### src/rtl/rat_int_ctrl.sv
// ============================================================================
// rat_int_ctrl : prioritized edge-triggered interrupt controller for RAT INT_CU
// Rev 1.0
// ============================================================================
`default_nettype none

module rat_int_ctrl #(
    parameter int         N_SRC     = 4,
    parameter logic [7:0] MASK_PORT = 8'h20,
    parameter logic [7:0] PEND_PORT = 8'h21,
    parameter logic [7:0] ID_PORT   = 8'h22
) (
    input  logic             CLK,
    input  logic             RESET,
    input  logic [N_SRC-1:0] IRQ,
    input  logic [7:0]       PORT_ID,
    input  logic [7:0]       OUT_PORT,
    input  logic             IO_STRB,
    input  logic             INT_ACK,
    output logic             INT_CU,
    output logic [7:0]       RD_DATA
);

    typedef enum logic [1:0] {
        ST_IDLE    = 2'd0,
        ST_REQ     = 2'd1,
        ST_SERVICE = 2'd2
    } state_t;

    state_t state_q, state_d;

    logic [N_SRC-1:0] s1_q, s1_d;
    logic [N_SRC-1:0] s2_q, s2_d;
    logic [N_SRC-1:0] s3_q, s3_d;
    logic [N_SRC-1:0] mask_q, mask_d;
    logic [N_SRC-1:0] pend_q, pend_d;
    logic [2:0]       active_id_q, active_id_d;
    logic             int_cu_q, int_cu_d;

    logic [N_SRC-1:0] edge_det;
    logic [N_SRC-1:0] eligible;
    logic [N_SRC-1:0] w1c_clr;
    logic [N_SRC-1:0] ack_clr;
    logic [2:0]       winner;
    logic             wr_mask;
    logic             wr_pend;
    logic             wr_eoi;
    logic [7:0]       mask_rd;
    logic [7:0]       pend_rd;
    logic             unused_out_bits;

    assign unused_out_bits = ^OUT_PORT;

    assign wr_mask = IO_STRB && (PORT_ID == MASK_PORT);
    assign wr_pend = IO_STRB && (PORT_ID == PEND_PORT);
    assign wr_eoi  = IO_STRB && (PORT_ID == ID_PORT);

    // s1/s2 resolve metastability; s3 remembers the previous synchronized level
    always_comb begin
        s1_d     = IRQ;
        s2_d     = s1_q;
        s3_d     = s2_q;
        edge_det = s2_q & ~s3_q;
    end

    assign eligible = pend_q & mask_q;

    always_comb begin
        winner = 3'd0;
        for (int i = N_SRC - 1; i >= 0; i--) begin
            if (eligible[i]) begin
                winner = 3'(i);
            end
        end
    end

    always_comb begin
        state_d     = state_q;
        active_id_d = active_id_q;
        ack_clr     = '0;
        case (state_q)
            ST_IDLE: begin
                if (|eligible) begin
                    state_d     = ST_REQ;
                    active_id_d = winner;
                end
            end
            ST_REQ: begin
                if (INT_ACK) begin
                    state_d = ST_SERVICE;
                    for (int i = 0; i < N_SRC; i++) begin
                        ack_clr[i] = (active_id_q == 3'(i));
                    end
                end
            end
            ST_SERVICE: begin
                if (wr_eoi) begin
                    state_d = ST_IDLE;
                end
            end
            default: state_d = ST_IDLE;
        endcase
        int_cu_d = (state_d == ST_REQ);
    end

    // A fresh edge overrides any clear landing on the same bit
    always_comb begin
        w1c_clr = wr_pend ? OUT_PORT[N_SRC-1:0] : '0;
        mask_d  = wr_mask ? OUT_PORT[N_SRC-1:0] : mask_q;
        pend_d  = (pend_q & ~(w1c_clr | ack_clr)) | edge_det;
    end

    always_ff @(posedge CLK) begin
        if (RESET) begin
            state_q     <= ST_IDLE;
            s1_q        <= '0;
            s2_q        <= '0;
            s3_q        <= '0;
            mask_q      <= '0;
            pend_q      <= '0;
            active_id_q <= 3'd0;
            int_cu_q    <= 1'b0;
        end else begin
            state_q     <= state_d;
            s1_q        <= s1_d;
            s2_q        <= s2_d;
            s3_q        <= s3_d;
            mask_q      <= mask_d;
            pend_q      <= pend_d;
            active_id_q <= active_id_d;
            int_cu_q    <= int_cu_d;
        end
    end

    assign INT_CU = int_cu_q;

    always_comb begin
        mask_rd               = 8'h00;
        mask_rd[N_SRC-1:0]    = mask_q;
        pend_rd               = 8'h00;
        pend_rd[N_SRC-1:0]    = pend_q;
        case (PORT_ID)
            MASK_PORT: RD_DATA = mask_rd;
            PEND_PORT: RD_DATA = pend_rd;
            ID_PORT:   RD_DATA = {(state_q == ST_SERVICE), 4'b0000, active_id_q};
            default:   RD_DATA = 8'h00;
        endcase
    end

endmodule

`default_nettype wire

### config.mk
export PLATFORM = sky130hd
export DESIGN_NAME = rat_int_ctrl
export DESIGN_NICKNAME = d
export VERILOG_FILES = /design/src/rtl/rat_int_ctrl.sv
export SDC_FILE = /design/constraint.sdc
export NUM_CORES = 1
export LEC_CHECK = 0
export CORE_UTILIZATION = 30
export CTS_BUF_LIST = sky130_fd_sc_hd__clkbuf_16
export DETAILED_ROUTE_END_ITERATION = 8
export PLACE_DENSITY = 0.65
export SLEW_MARGIN = 20
export SYNTH_ARGS = -nofsm -noshare
export SYNTH_HDL_FRONTEND = slang
export SYNTH_SLANG_ARGS = --single-unit
### constraint.sdc
create_clock -name CLK -period 1.8 [get_ports CLK]
set_input_delay 0.45 -clock CLK [delete_from_list [all_inputs] [get_ports CLK]]
set_output_delay 0.45 -clock CLK [all_outputs]
set_load 0.005 [all_outputs]
# After elaboration in Yosys (flattened, before gate mapping)
# Cells that the tools add are included.
dict set report word_totals {
  word_cells 43
  output_inout_bits 9
  input_bits 24
  register_bits 26
}
dict set report op_classes {
  n_mux 12
  bitwise 7
  n_reduce_logical 7
  n_eq_ne 9
}
# cell count
set ops {}
lappend ops {{$eq 8x6->1 const B} 3}
lappend ops {{$pmux 8 s3} 1}
lappend ops {{$and 4x4->4} 3}
lappend ops {{$mux 4} 3}
lappend ops {{$mux 3} 3}
lappend ops {{$mux 2} 4}
lappend ops {{$not 4->4} 2}
lappend ops {{$or 4x4->4} 2}
lappend ops {{$eq 3x2->1 const B} 2}
lappend ops {{$pmux 2 s3} 1}
lappend ops {{$eq 2x1->1 const B} 2}
lappend ops {{$reduce_or 4->1} 1}
lappend ops {{$eq 3x1->1 const B} 1}
lappend ops {{$logic_and 1x1->1} 3}
lappend ops {{$logic_not 3->1} 1}
lappend ops {{$eq 2x2->1 const B} 1}
lappend ops {{$logic_not 2->1} 1}
lappend ops {{$reduce_and 2->1} 1}

# Longest topological paths before layout
dict set report logic_depth {
  ltp_word 7
  depth_mapped 5
  ltp_nobuf 4
}

# Worst setup path after synthesis
# No wires, ideal clock.
dict set report synth_timing {
  path_kind {in2out}
  start {in PORT_ID[4]}
  end {out RD_DATA[0]}
  t_arrival_ns 1.100
  cell_stages 3
  path_buffers 0
  required_time_ns 1.350
  slack_ns 0.250
  path_cell_list {nor4b_2 -> nand2_1 -> nor2_1}
}
dict set report synth_via {
  elab_chain_cells 2
  word_cells_on_any_way 4
  cone_classes {eq/ne: 3; mux: 1}
}
# element line_no
set synth_rtl {}
lappend synth_rtl {{from (decl)} 16} ;# input logic [7:0] PORT_ID,
lappend synth_rtl {{$eq 8x6->1} 142} ;# case (PORT_ID)
lappend synth_rtl {{$pmux 8 s3 (*)} 142}
lappend synth_rtl {{to (decl)} 21} ;# output logic [7:0] RD_DATA
# Mark *: on every way between the ends. The rest lies on a longest branch, timed or not.

# Worst setup path after layout
dict set report layout_timing {
  start {in PORT_ID[6]}
  end {out RD_DATA[2]}
}
# The elaborated chain is that of the path after synthesis.

==> impl_metrics.py <==
metrics = {
    "clocking": {
        "cts.sinks": 25,
        "clockRootBuffer": "clkbuf_16",
        "cts_hold_buffers": 0,
        "htree_levels": 1,
        "numCtsBuffers": 3,
        "clockBufferDepth": 2,
        "clock_latency_ns": 0.26,
        "clk_pin_slew_ns": 0.07,
        "cts_tree": "yes",
    },
    "timing": {
        "finalHoldViolCount": 0,
        "rsz0062_at_grt": "yes",
        "max_freq_mhz": 571,
        "setup-tns-final_ns": 0,
        "finClkSkew_ns": 0.00477,
        "setup-violations-final": 0,
        "maxSlewViolCount": 0,
        "whs_ns": 0.442,
        "fin_crit_sh": 0.972,
        "min_period_ns": 1.75,
        "fin_ws_ns": 0.0500,
    },
    "pwr": {
        "ir_drop_mv": 0.616,
        "powerDensity_nw_per_um2": 769,
        "cellLeakagePower_uw": 0.000635,
    },
    "synth": {
        "yosys_warnings": 0,
        "synth_cells": 120,
        "syn_area_sq_um": 1070,
        "synth-seq-area-share": 0.467,
        "synth_area_per_cell_sq_um": 8.93,
        "ys_ff_latch": 25,
        "yosys.cell_types.count": 28,
    },
    "route": {
        "drc": 0,
        "routed_wl_microns": 2270,
        "ant_nets": 0,
        "drt_iter0_drc": 29,
        "vias": 935,
        "wl_per_cell_microns": 11.1,
        "firstDrtPassIters": 4,
        "vias_per_cell": 4.56,
    },
    "critical_path": {
        "timing.rr.end": "active_id_q[0]$_SDFFE_PP0P_",
        "critPathKind": "input pin to output pin",
        "critPathCapture": "RD_DATA[2]",
        "rrSetupSlack_ns": 0.42,
        "rr_worst_depth": 4,
        "cp_max_fo": 2,
        "endpoint_kind": "output pin",
        "arrival_ns": 1.30,
        "crit_start": "PORT_ID[6]",
        "cp-start-kind": "input pin",
        "cp_data_required_time_ns": 1.35,
        "worstReg2RegStart": "pend_q[2]$_SDFF_PP0_",
    },
    "global_route": {
        "grt_max_degree": 17,
        "antenna_found_initial": 0,
        "grt_pass1_wl_microns": 3760,
        "overflow": 0,
        "grt_pass1_vias": 923,
        "track_usage": 0.134,
    },
    "hold_path": {
        "hold_path_depth": 1,
        "holdCritPathClass": "flip-flop to flip-flop",
    },
    "die": {
        "fp.dieW_microns": 61.8,
        "pin_count": 33,
        "die-area_sq_um": 3810,
        "rows": 21,
        "start_util": 0.316,
        "core_region_area_sq_um": 3390,
        "die_h_microns": 61.8,
    },
    "cells_and_area": {
        "diodes": 0,
        "final_cell_area_sq_um": 1540,
        "syn_to_final_growth_pct": 43.9,
        "layout_common_cells": "dfxtp_1, nor2_1, buf_4",
        "fin_util": 0.455,
        "nNetsFinal": 184,
        "final_common_cell": "dfxtp_1",
        "layout-drive-gt1-share": 0.233,
    },
    "placed_design": {
        "placed_area_sq_um": 1420,
        "post-place-ws_ns": -0.705,
        "io_buffers": 25,
        "gp_congestion": 0.856,
        "place.detailed.hpwl_microns": 1670,
    },
    "status": {
        "status": "finished, final reports clean",
    },
    "job": {
        "cap_violations": 0,
    },
}
registers in the layout (all words and copies together) (netlist names):
signal,flops
s1_q,4
active_id_q,2
INT_CU,1
pend_q,4
state_q,2
s2_q,4
s3_q,4
mask_q,4
metal layers:
layer	vias to the layer above	part of all wire	track usage
met2	34	0.48	0.258
li1	479	-	-
met1	420	0.45	0.145
met5	-	0	0
met3	2	0.068	0.0393
met4	0	0.00088	0.0286
final cells by class:
class,count,area (sq um)
inverter,12,45.0
timing repair buffer,40,335
multi-input combinational,78,519
fill,330,1850
clock buffer,3,75.1
sequential,25,500
clock inverter,1,8.76
tap,46,57.6
report_power, final:
part | leakage (uW) | internal [uW] | switching (uW)
combinational | 0.000389 | 61.5 | 39.2
clock | 0.0000415 | 307 | 202
sequential | 0.000204 | 569 | 7.35
stage by stage:
stage / instances / power, uW
after floorplan: 122 / 628
after global placement: 195 / 684
after detailed placement: 195 / 687
after CTS: 205 / 1200
after global routing: 205 / 1240
final: 205 / 1190
cells in the mapped netlist:
master,number,area share
a21oi_2,1,0.0082
nand2b_1,1,0.0058
nand3_1,1,0.0047
a221o_1,1,0.0093
o311ai_1,1,0.0082
o41ai_1,1,0.0082
nor2b_1,13,0.076
buf_4,3,0.021
o2bb2ai_1,3,0.025
conb_1,1,0.0035
inv_1,12,0.042
nor2_1,17,0.060
nand4_1,1,0.0058
nor3_1,3,0.014
mux2i_1,8,0.075
a22oi_2,1,0.012
a311o_1,1,0.0093
nand2_1,7,0.025
a211oi_1,1,0.0070
a21oi_1,5,0.023
o311ai_0,3,0.025
nand4b_1,2,0.016
nand3b_1,1,0.0070
or3_1,1,0.0058
clkbuf_1,4,0.014
nor4b_2,1,0.014
dfxtp_1,25,0.47
nor3_2,1,0.0093
worst min path at each step:
stage,start,end
3_5_place_dp,s1_q[2]$_SDFF_PP0_,s2_q[2]$_SDFF_PP0_
5_1_grt,s1_q[2]$_SDFF_PP0_,s2_q[2]$_SDFF_PP0_
2_1_floorplan,s1_q[0]$_SDFF_PP0_,s2_q[0]$_SDFF_PP0_
6_report,s1_q[2]$_SDFF_PP0_,s2_q[2]$_SDFF_PP0_
3_3_place_gp,s1_q[2]$_SDFF_PP0_,s2_q[2]$_SDFF_PP0_
4_1_cts,s1_q[2]$_SDFF_PP0_,s2_q[2]$_SDFF_PP0_
repair_timing:
item | 4_1_cts | 5_1_grt
pin swaps | 7 | 5
endpoints found under the setup margin | 5 | 12
gates cloned | 0 | 0
gates resized for setup | 41 | 10
buffers inserted | 6 | 0
cells by family (layout without fill, tap and decap cells):
family	count (synthesis)	count (layout)	synth area share
mux	8	8	0.0748
other cells	1	3	0.00350
compound gates	18	18	0.134
simple gates	49	49	0.243
flops	25	25	0.467
buf+inv	19	56	0.0771
worst max-delay path, cell delays in order:
cell,delay (ns)
buf_6,0.10
nor4b_4,0.30
buf_4,0.17
nand2_2,0.05
nor2_1,0.11
buf_2,0.12
Power figures use the tool's default switching activity.
